### src/rtl/uart_tx_arbiter.sv
// Round-robin arbiter sharing one UART transmitter; grant 1 cycle after request, start/ack 1 cycle later.
// Owner holds the grant for a whole packet; other requesters wait; watchdog frees a stuck transmitter.
module uart_tx_arbiter #(
  parameter int NUM_REQ        = 4,
  parameter int TIMEOUT_CYCLES = 131072
) (
  input  logic                 clk,
  input  logic                 reset,
  input  logic [NUM_REQ-1:0]   i_req,
  input  logic [NUM_REQ-1:0]   i_last,
  input  logic [NUM_REQ*8-1:0] i_byte,
  input  logic                 i_tx_done,
  output logic [NUM_REQ-1:0]   o_grant,
  output logic [NUM_REQ-1:0]   o_ack,
  output logic                 o_tx_start,
  output logic [7:0]           o_tx_byte,
  output logic                 o_timeout,
  output logic                 o_busy
);
  localparam int PW = $clog2(NUM_REQ);
  localparam int CW = $clog2(TIMEOUT_CYCLES + 1);
  localparam logic [PW-1:0] LAST_IDX = PW'(NUM_REQ - 1);
  localparam logic [CW-1:0] CNT_END  = CW'(TIMEOUT_CYCLES - 1);

  typedef enum logic [1:0] {IDLE, LOAD, WAIT} state_t;

  state_t               state, state_d;
  logic [PW-1:0]        ptr, ptr_d;
  logic [PW-1:0]        owner, owner_d;
  logic [CW-1:0]        cnt, cnt_d;
  logic                 last_q, last_d;
  logic [NUM_REQ-1:0]   grant_d, ack_d;
  logic                 start_d, timeout_d, busy_d;
  logic [7:0]           byte_d;
  logic                 rel_g;

  logic                 found;
  logic [PW-1:0]        pick;
  logic [PW-1:0]        scan_idx;

  // Lowest requester index at or after ptr, wrapping at NUM_REQ
  always_comb begin
    found    = 1'b0;
    pick     = '0;
    scan_idx = '0;
    for (int k = 0; k < NUM_REQ; k++) begin
      scan_idx = PW'((int'(ptr) + k) % NUM_REQ);
      if (!found && i_req[scan_idx]) begin
        found = 1'b1;
        pick  = scan_idx;
      end
    end
  end

  always_comb begin
    state_d   = state;
    ptr_d     = ptr;
    owner_d   = owner;
    cnt_d     = cnt;
    last_d    = last_q;
    grant_d   = o_grant;
    ack_d     = '0;
    start_d   = 1'b0;
    byte_d    = o_tx_byte;
    timeout_d = 1'b0;
    rel_g     = 1'b0;
    case (state)
      IDLE: begin
        if (found) begin
          owner_d       = pick;
          grant_d       = '0;
          grant_d[pick] = 1'b1;
          state_d       = LOAD;
        end
      end
      LOAD: begin
        if (i_req[owner]) begin
          byte_d  = i_byte[{owner, 3'b000} +: 8];
          last_d  = i_last[owner];
          ack_d   = o_grant;
          start_d = 1'b1;
          cnt_d   = '0;
          state_d = WAIT;
        end else begin
          rel_g = 1'b1;
        end
      end
      WAIT: begin
        cnt_d = cnt + CW'(1);
        // A done on the terminal count still wins over the watchdog
        if (i_tx_done) begin
          if (last_q) rel_g = 1'b1;
          else        state_d = LOAD;
        end else if (cnt == CNT_END) begin
          timeout_d = 1'b1;
          rel_g     = 1'b1;
        end
      end
      default: state_d = IDLE;
    endcase
    if (rel_g) begin
      grant_d = '0;
      ptr_d   = (owner == LAST_IDX) ? '0 : owner + PW'(1);
      state_d = IDLE;
    end
    busy_d = (state_d != IDLE);
  end

  always_ff @(posedge clk) begin
    if (reset) begin
      state      <= IDLE;
      ptr        <= '0;
      owner      <= '0;
      cnt        <= '0;
      last_q     <= 1'b0;
      o_grant    <= '0;
      o_ack      <= '0;
      o_tx_start <= 1'b0;
      o_tx_byte  <= 8'h00;
      o_timeout  <= 1'b0;
      o_busy     <= 1'b0;
    end else begin
      state      <= state_d;
      ptr        <= ptr_d;
      owner      <= owner_d;
      cnt        <= cnt_d;
      last_q     <= last_d;
      o_grant    <= grant_d;
      o_ack      <= ack_d;
      o_tx_start <= start_d;
      o_tx_byte  <= byte_d;
      o_timeout  <= timeout_d;
      o_busy     <= busy_d;
    end
  end

endmodule

### config.mk
export PLATFORM = sky130hd
export DESIGN_NAME = uart_tx_arbiter
export DESIGN_NICKNAME = d
export VERILOG_FILES = /design/src/rtl/uart_tx_arbiter.sv
export SDC_FILE = /design/constraint.sdc
export NUM_CORES = 1
export LEC_CHECK = 0
export ABC_AREA = 1
export CAP_MARGIN = 20
export CELL_PAD_IN_SITES_DETAIL_PLACEMENT = 1
export CELL_PAD_IN_SITES_GLOBAL_PLACEMENT = 1
export CORE_MARGIN = 2
export CORE_UTILIZATION = 37
export DETAILED_ROUTE_END_ITERATION = 8
export GPL_TIMING_DRIVEN = 0
export PLACE_DENSITY_LB_ADDON = 0.15
export SLEW_MARGIN = 15
export SYNTH_ARGS = -nofsm -noshare
export SYNTH_HDL_FRONTEND = slang
export SYNTH_SLANG_ARGS = --single-unit
### constraint.sdc
create_clock -name clk -period 4.85 [get_ports clk]
set_clock_uncertainty 0.15 [all_clocks]
set_input_delay 0.97 -clock clk [delete_from_list [all_inputs] [get_ports clk]]
set_output_delay 0.97 -clock clk [all_outputs]
set_load 0.005 [all_outputs]
==> results.json, run 1 <==
{
  "worst-setup-path-type": "input port to register",
  "synth_largest_type_area_fraction_pct": 35.3,
  "track_usage_pct": 20.5,
  "initial_core_util_pct": 38.8,
  "synth_fa_ha_area_share_pct": 3.01,
  "dieWidth_um": 86.1,
  "drtPass1Iterations": 4,
  "yosysUniqueCellTypes": 34,
  "number_of_cells_upsized_or_downsized_after_cts": 0,
  "min_delay_path_depth": 2,
  "synth.area.top_cells": "sky130_fd_sc_hd__dfxtp_1, sky130_fd_sc_hd__nand2_1, sky130_fd_sc_hd__inv_1",
  "clock-sinks": 44,
  "reg2reg_depth": 7,
  "run_status": "finished, final reports clean",
  "drt_first_iter_violations": 79,
  "max-clock-path-buffers": 2,
  "maxCapViolations": 0,
  "post_synthesis_mean_instance_area_um2": 6.51,
  "vdd_ir_drop_max_uv": 256,
  "met1_layer_usage_reported_by_global_route_pct": 23.9,
  "clk_pin_slew_ns": 0.08,
  "grt_use_met3_pct": 4.14,
  "synth.mux.area_fraction_pct": 0,
  "number_of_placement_rows": 29,
  "holdWs_ns": 0.306,
  "synth_seq_area_share_pct": 35.3,
  "simple_gate_fraction_of_synth_area_pct": 35.2,
  "register_bit_count_reported_by_yosys": 44,
  "synth_top_cell_by_area": "sky130_fd_sc_hd__dfxtp_1",
  "rsz0062_at_grt": "false",
  "design.die.area_um2": 7420,
  "total_power_w": 0.00150,
  "vias_post_dr": 2660,
  "critPathRequiredTime_ns": 4.93,
  "async_reset_ff_share_pct": 0,
  "cts_hold_repair.buffers": 0,
  "drt-total-wl_mm": 7.10,
  "antenna-diode-count": 0,
  "arrival_ns": 2.80,
  "crit_buf_inv": 4,
  "cts_post_setup_buffers_inserted": 0,
  "dpl_worst_slack_ns": 1.85,
  "hold_class": "register to register",
  "worstPathCellList": "clkdlybuf4s50_1 > inv_1 > nand2_1 > nand2_1 > o21ai_0 > inv_1 > nand3_1 > nand2_2 > inv_1 > nand4_1 > a21oi_1",
  "timing.hold.worst.start": "cnt[9]$_SDFFE_PP0P_",
  "port_buffers": 60,
  "core-area_um2": 6420,
  "clk_root_buffer_cell": "sky130_fd_sc_hd__clkbuf_8",
  "share_of_the_synthesized_netlist_area_taken_by_xor_and_xnor_gates_pct": 0.351,
  "detail-route-antenna-nets": 0,
  "post_drt_via_cell_ratio": 5.04,
  "synth_edf_count": 0,
  "route.detailed.wl_per_inst_um": 13.4,
  "period_share_pct": 56.1,
  "busiest_grt_layer": "met2",
  "die_h_um": 86.1,
  "fin_setup_tns_ns": 0,
  "detail_route.drc_violations": 0,
  "cp_num_cells": 11,
  "clock_tree.htree_level_count": 2,
  "fmax_mhz": 367,
  "report.final.slew_viol_count": 0,
  "cp_max_stage_cell": "sky130_fd_sc_hd__clkdlybuf4s50_1",
  "worstSkewPairLatency_ns": 0.29,
  "timing.final.hold_violations": 0,
  "detailed_placement_hpwl_mm": 5.77,
  "slew_headroom_pct": 67.9,
  "timing.critical_path.from": "i_req[0]",
  "critPathTopFamily": "buffers and inverters",
  "routabilityCongestion": 0.780,
  "total_leakage_power_nw": 1.37,
  "post_synth_inst_count": 383,
  "drive_gt1_share_pct": 6.21,
  "powerDensity_nw_per_um2": 456,
  "post_synth_top_flop": "sky130_fd_sc_hd__dfxtp_1",
  "tritoncts": "built",
  "critPathLaunchType": "input port",
  "vias_in_the_first_global_route": 2845,
  "grt_max_degree": 14,
  "filler_cell_count": 886,
  "synth_most_common_cell": "sky130_fd_sc_hd__nand2_1",
  "antenna_found_initial": 0,
  "compound_gate_fraction_of_synth_area_pct": 16.4,
  "grt_first_pass_wirelength_mm": 12.4,
  "synth_top_family_by_area": "simple AND/OR/NAND/NOR gates",
  "nNetsFinal": 499,
  "tightest_slew_ns": 0.482,
  "setup_viol": 0,
  "numCtsBuffers": 5,
  "crit_fanout": 9,
  "cp-end-kind": "register",
  "layout-area-overhead-vs-synth_pct": 32.2,
  "layout_min_cycle_time_ns": 2.72,
  "fin_ws_ns": 2.13,
  "synth_fp_nets": 432,
  "grt.overflow.total": 0,
  "io_pins": 62,
  "worstReg2RegStart": "state[1]$_SDFF_PP0_",
  "syn_area_um2": 2490,
  "critical-path-max-stage-delay_ns": 0.53,
  "ys.warnings.count": 0,
  "cell_repeated_most_along_the_worst_path": "sky130_fd_sc_hd__inv_1",
  "use_met2_pct": 38.0,
  "synthTopCellsByCount": "sky130_fd_sc_hd__nand2_1, sky130_fd_sc_hd__inv_1, sky130_fd_sc_hd__nor2_1"
}
metal layers:
metal,up-vias,wire (µm)
met4,0,98
met5,-,0
met1,1234,3160
met3,9,245
li1,1380,-
met2,37,3590
cells by family after synthesis:
kind of cell	Yosys count
flip-flops	44
buffers and inverters	60
XOR/XNOR	1
adder cells (fa/ha/maj)	6
AO/OA/AOI/OAI	74
AND/OR/NAND/NOR	198
power breakdown:
part	internal [W]	leakage, nW	total, W	switching [W]
Clock	0.000153	0.0552	0.000276	0.000123
Sequential	0.000425	0.357	0.000476	0.0000503
Combinational	0.000290	0.954	0.000752	0.000461
Total	0.000869	1.37	0.00150	0.000635
state kept, by name, indices dropped and copies added, names as in the netlist:
register,count
cnt,18
o_tx_byte,8
o_ack,4
o_grant,4
owner,2
ptr,2
state,2
last_q,1
o_busy,1
o_timeout,1
o_tx_start,1
final cells by class:
cell class | instances | area (µm²) | area share (%)
plain buffers | 11 | 58.8 | 1.78
clock buffers | 6 | 72.6 | 2.20
clock inverters | 2 | 35.0 | 1.06
inverters | 49 | 184 | 5.57
multi-input cells | 279 | 1370 | 41.6
flip-flops and latches | 44 | 881 | 26.7
well taps | 77 | 96.3 | 2.92
repair buffers | 60 | 601 | 18.2
worst register-to-register path: cells and delay by family (launching register included):
family,cells,cell delay [ns]
AOI/OAI and AO/OA,3,0.48
adders and majority gates,1,0.30
buffers and inverters,1,0.10
DFF,1,0.44
and+or+nand+nor,2,0.43
cell usage in the layout, fill, tap and decap left out, drive strengths merged, types with 2 or more instances in the layout:
cell type,count
ha,6
nand4,4
a211oi,2
nand3,30
or2,2
o22ai,9
nand2,97
inv,49
nor2,50
a21oi,24
o21ai,37
clkdlybuf4s50,60
dfxtp,44
nor3,13
clkbuf,10
buf,7
worst paths after layout:
| kind | to | slack, ns |
|---|---|---|
| worst max-delay path | o_grant[2]$_SDFFE_PP0P_ | 2.13 |
| worst min-delay path | cnt[9]$_SDFFE_PP0P_ | 0.31 |
| worst max register to register | cnt[12]$_SDFFE_PP0P_ | 2.83 |
| worst min register to register | cnt[9]$_SDFFE_PP0P_ | 0.31 |
stage by stage:
step / instances / instance area [µm²] / utilization, %
after floorplan: 383 / 2490 / -
after global placement: 520 / 3190 / 49.7
after detailed placement: 520 / 3190 / 49.7
after CTS: 528 / 3300 / 51.4
after global routing: 528 / 3300 / 51.4
final: 528 / 3300 / 51.4
Power figures use the tool's default switching activity.
==> inputs of run 2 (changes only) <==
--- a/config.mk
+++ b/config.mk
@@ -10,7 +10,7 @@
 export CELL_PAD_IN_SITES_DETAIL_PLACEMENT = 1
 export CELL_PAD_IN_SITES_GLOBAL_PLACEMENT = 1
 export CORE_MARGIN = 2
-export CORE_UTILIZATION = 37
+export CORE_UTILIZATION = 34
 export DETAILED_ROUTE_END_ITERATION = 8
 export GPL_TIMING_DRIVEN = 0
 export PLACE_DENSITY_LB_ADDON = 0.15
==> constraint.sdc (replaced) <==
create_clock -name clk -period 2.6 [get_ports clk]
set_clock_uncertainty 0.15 [all_clocks]
set_input_delay 0.52 -clock clk [delete_from_list [all_inputs] [get_ports clk]]
set_output_delay 0.52 -clock clk [all_outputs]
set_load 0.005 [all_outputs]
==> run 2 against run 1 <==
  * Sequential share of layout area fell by 0.33 points
  * Global-route usage down 1.1 points
  * Routed wire length up 2.4%
  * Die area is 8.4% higher
  * Highest routed layer unchanged
==> results.json, run 2 (synthesis results as in run 1) <==
{
  "setup_viol": 0,
  "detailed_placement_hpwl_mm": 5.77,
  "power.combinational.fraction_pct": 49.2,
  "antenna_found_initial": 0,
  "number_of_cells_upsized_or_downsized_after_cts": 0,
  "arrival_ns": 2.29,
  "vdd_ir_drop_max_uv": 260,
  "placed_cells_incl_taps": 542,
  "layout_common_cells": "sky130_fd_sc_hd__nand2_1, sky130_fd_sc_hd__clkdlybuf4s50_1, sky130_fd_sc_hd__inv_1, sky130_fd_sc_hd__nor2_1, sky130_fd_sc_hd__dfxtp_1",
  "slew_headroom_pct": 66.7,
  "p_int_w": 0.00165,
  "worstSkewPairLatency_ns": 0.31,
  "clk_root_buffer_cell": "sky130_fd_sc_hd__clkbuf_8",
  "vias_in_the_first_global_route": 2660,
  "grt_max_degree": 15,
  "period_share_pct": 84.8,
  "detail-route-antenna-nets": 0,
  "layout_min_cycle_time_ns": 2.20,
  "initial_core_util_pct": 34.8,
  "track_usage_pct": 19.4,
  "most_common_cell_after_layout_fill_and_taps_aside": "sky130_fd_sc_hd__nand2_1",
  "crit_fanout": 9,
  "cts_hold_repair.buffers": 0,
  "dieWidth_um": 89.7,
  "clock_tree.htree_level_count": 2,
  "report.final.slew_viol_count": 0,
  "fin_setup_tns_ns": 0,
  "total_leakage_power_nw": 1.37,
  "numCtsBuffers": 5,
  "port_buffers": 60,
  "die_h_um": 89.7,
  "cp-end-kind": "register",
  "largest_register_ffs": 18,
  "max-clock-path-buffers": 2,
  "design.die.area_um2": 8040,
  "swShare_pct": 42.2,
  "cts_post_setup_buffers_inserted": 0,
  "critPathLaunchType": "input port",
  "layout.cells.non_filler": 550,
  "biggestRegsByFlops": "cnt: 18 flops, o_tx_byte: 8 flops",
  "switching_power_w": 0.00121,
  "route.detailed.wl_per_inst_um": 13.2,
  "detail_route.drc_violations": 0,
  "powerDensity_nw_per_um2": 855,
  "drive_gt1_share_pct": 6.43,
  "antenna-diode-count": 0,
  "drt_first_iter_violations": 68,
  "clock-sinks": 44,
  "routabilityCongestion": 0.856,
  "grt.overflow.total": 0,
  "timing.final.hold_violations": 0,
  "nNetsFinal": 499,
  "critPathRequiredTime_ns": 2.69,
  "cell_area_after_placement_um2": 3220,
  "maxCapViolations": 0,
  "tightest_slew_ns": 0.499,
  "io_pins": 62,
  "filler_cell_count": 938,
  "clk_pin_slew_ns": 0.09,
  "p_clk_share_pct": 19.7,
  "post_drt_via_cell_ratio": 4.89,
  "worst-setup-path-type": "input port to register",
  "core-area_um2": 7180,
  "tritoncts": "built",
  "fmax_mhz": 454,
  "total_power_w": 0.00286,
  "final_cell_area_um2": 3340,
  "run_status": "finished, final reports clean",
  "largest_register": "cnt",
  "vias_post_dr": 2688,
  "drtPass1Iterations": 4,
  "seq_power_share_pct": 31.1,
  "rsz0062_at_grt": "false",
  "drt-total-wl_mm": 7.27,
  "grt_first_pass_wirelength_mm": 12.0,
  "number_of_placement_rows": 31,
  "hold_class": "register to register",
  "layout-area-overhead-vs-synth_pct": 33.9
}
-- run 2: final timing paths --
check,startpoint,to,slack (ns),cells after the start
max,i_req[1],o_grant[1]$_SDFFE_PP0P_,0.40,11
min,o_grant[3]$_SDFFE_PP0P_,o_ack[3]$_SDFF_PP0_,0.31,2
max reg2reg,state[1]$_SDFF_PP0_,cnt[12]$_SDFFE_PP0P_,0.57,7
min reg2reg,o_grant[3]$_SDFFE_PP0P_,o_ack[3]$_SDFF_PP0_,0.31,2
-- run 2: power by group through the flow --
stage / logic, W / registers [W] / clock network (W)
2_1_floorplan: 0.000922 / 0.000888 / 0
3_3_place_gp: 0.00138 / 0.000899 / 0
3_5_place_dp: 0.00142 / 0.000903 / 0
4_1_cts: 0.00143 / 0.000890 / 0.000575
5_1_grt: 0.00159 / 0.000908 / 0.000604
6_report: 0.00140 / 0.000889 / 0.000562
-- run 2: per-layer routing --
layer | wire (µm) | vias to the layer above | global-route usage, %
met5 | 0 | - | 0
met4 | 150 | 0 | 6.38
met3 | 281 | 14 | 4.57
met2 | 3440 | 44 | 33.8
met1 | 3400 | 1255 | 23.4
li1 | - | 1375 | -
-- run 2: cell type report --
class / instances / area (µm²) / area share [%]
multi-input cells: 279 / 1370 / 41.0
flip-flops and latches: 44 / 881 / 26.4
repair buffers: 60 / 601 / 18.0
inverters: 49 / 184 / 5.51
well taps: 99 / 124 / 3.71
clock buffers: 6 / 82.6 / 2.47
plain buffers: 11 / 58.8 / 1.76
clock inverters: 2 / 38.8 / 1.16
-- run 2: worst max-delay path, cell delays in order --
cell and delay, ns:
sky130_fd_sc_hd__clkdlybuf4s50_1 0.53, sky130_fd_sc_hd__inv_1 0.05, sky130_fd_sc_hd__nand2_1 0.07, sky130_fd_sc_hd__nand2_1 0.05, sky130_fd_sc_hd__o21ai_0 0.31, sky130_fd_sc_hd__inv_1 0.10, sky130_fd_sc_hd__nand3_1 0.12, sky130_fd_sc_hd__nand2_2 0.14
sky130_fd_sc_hd__nor2_2 0.19, sky130_fd_sc_hd__nand2_1 0.08, sky130_fd_sc_hd__a21oi_1 0.12
-- run 2: through the flow --
step	setup slack (ns)	hold slack, ns	utilization (%)
finish	0.395	0.306	46.6
global placement	0.0921	0.284	44.9
detailed placement	0.0495	0.292	44.9
floorplan	0.854	0.274	-
global route	0.154	0.328	46.6
CTS	0.362	0.305	46.6
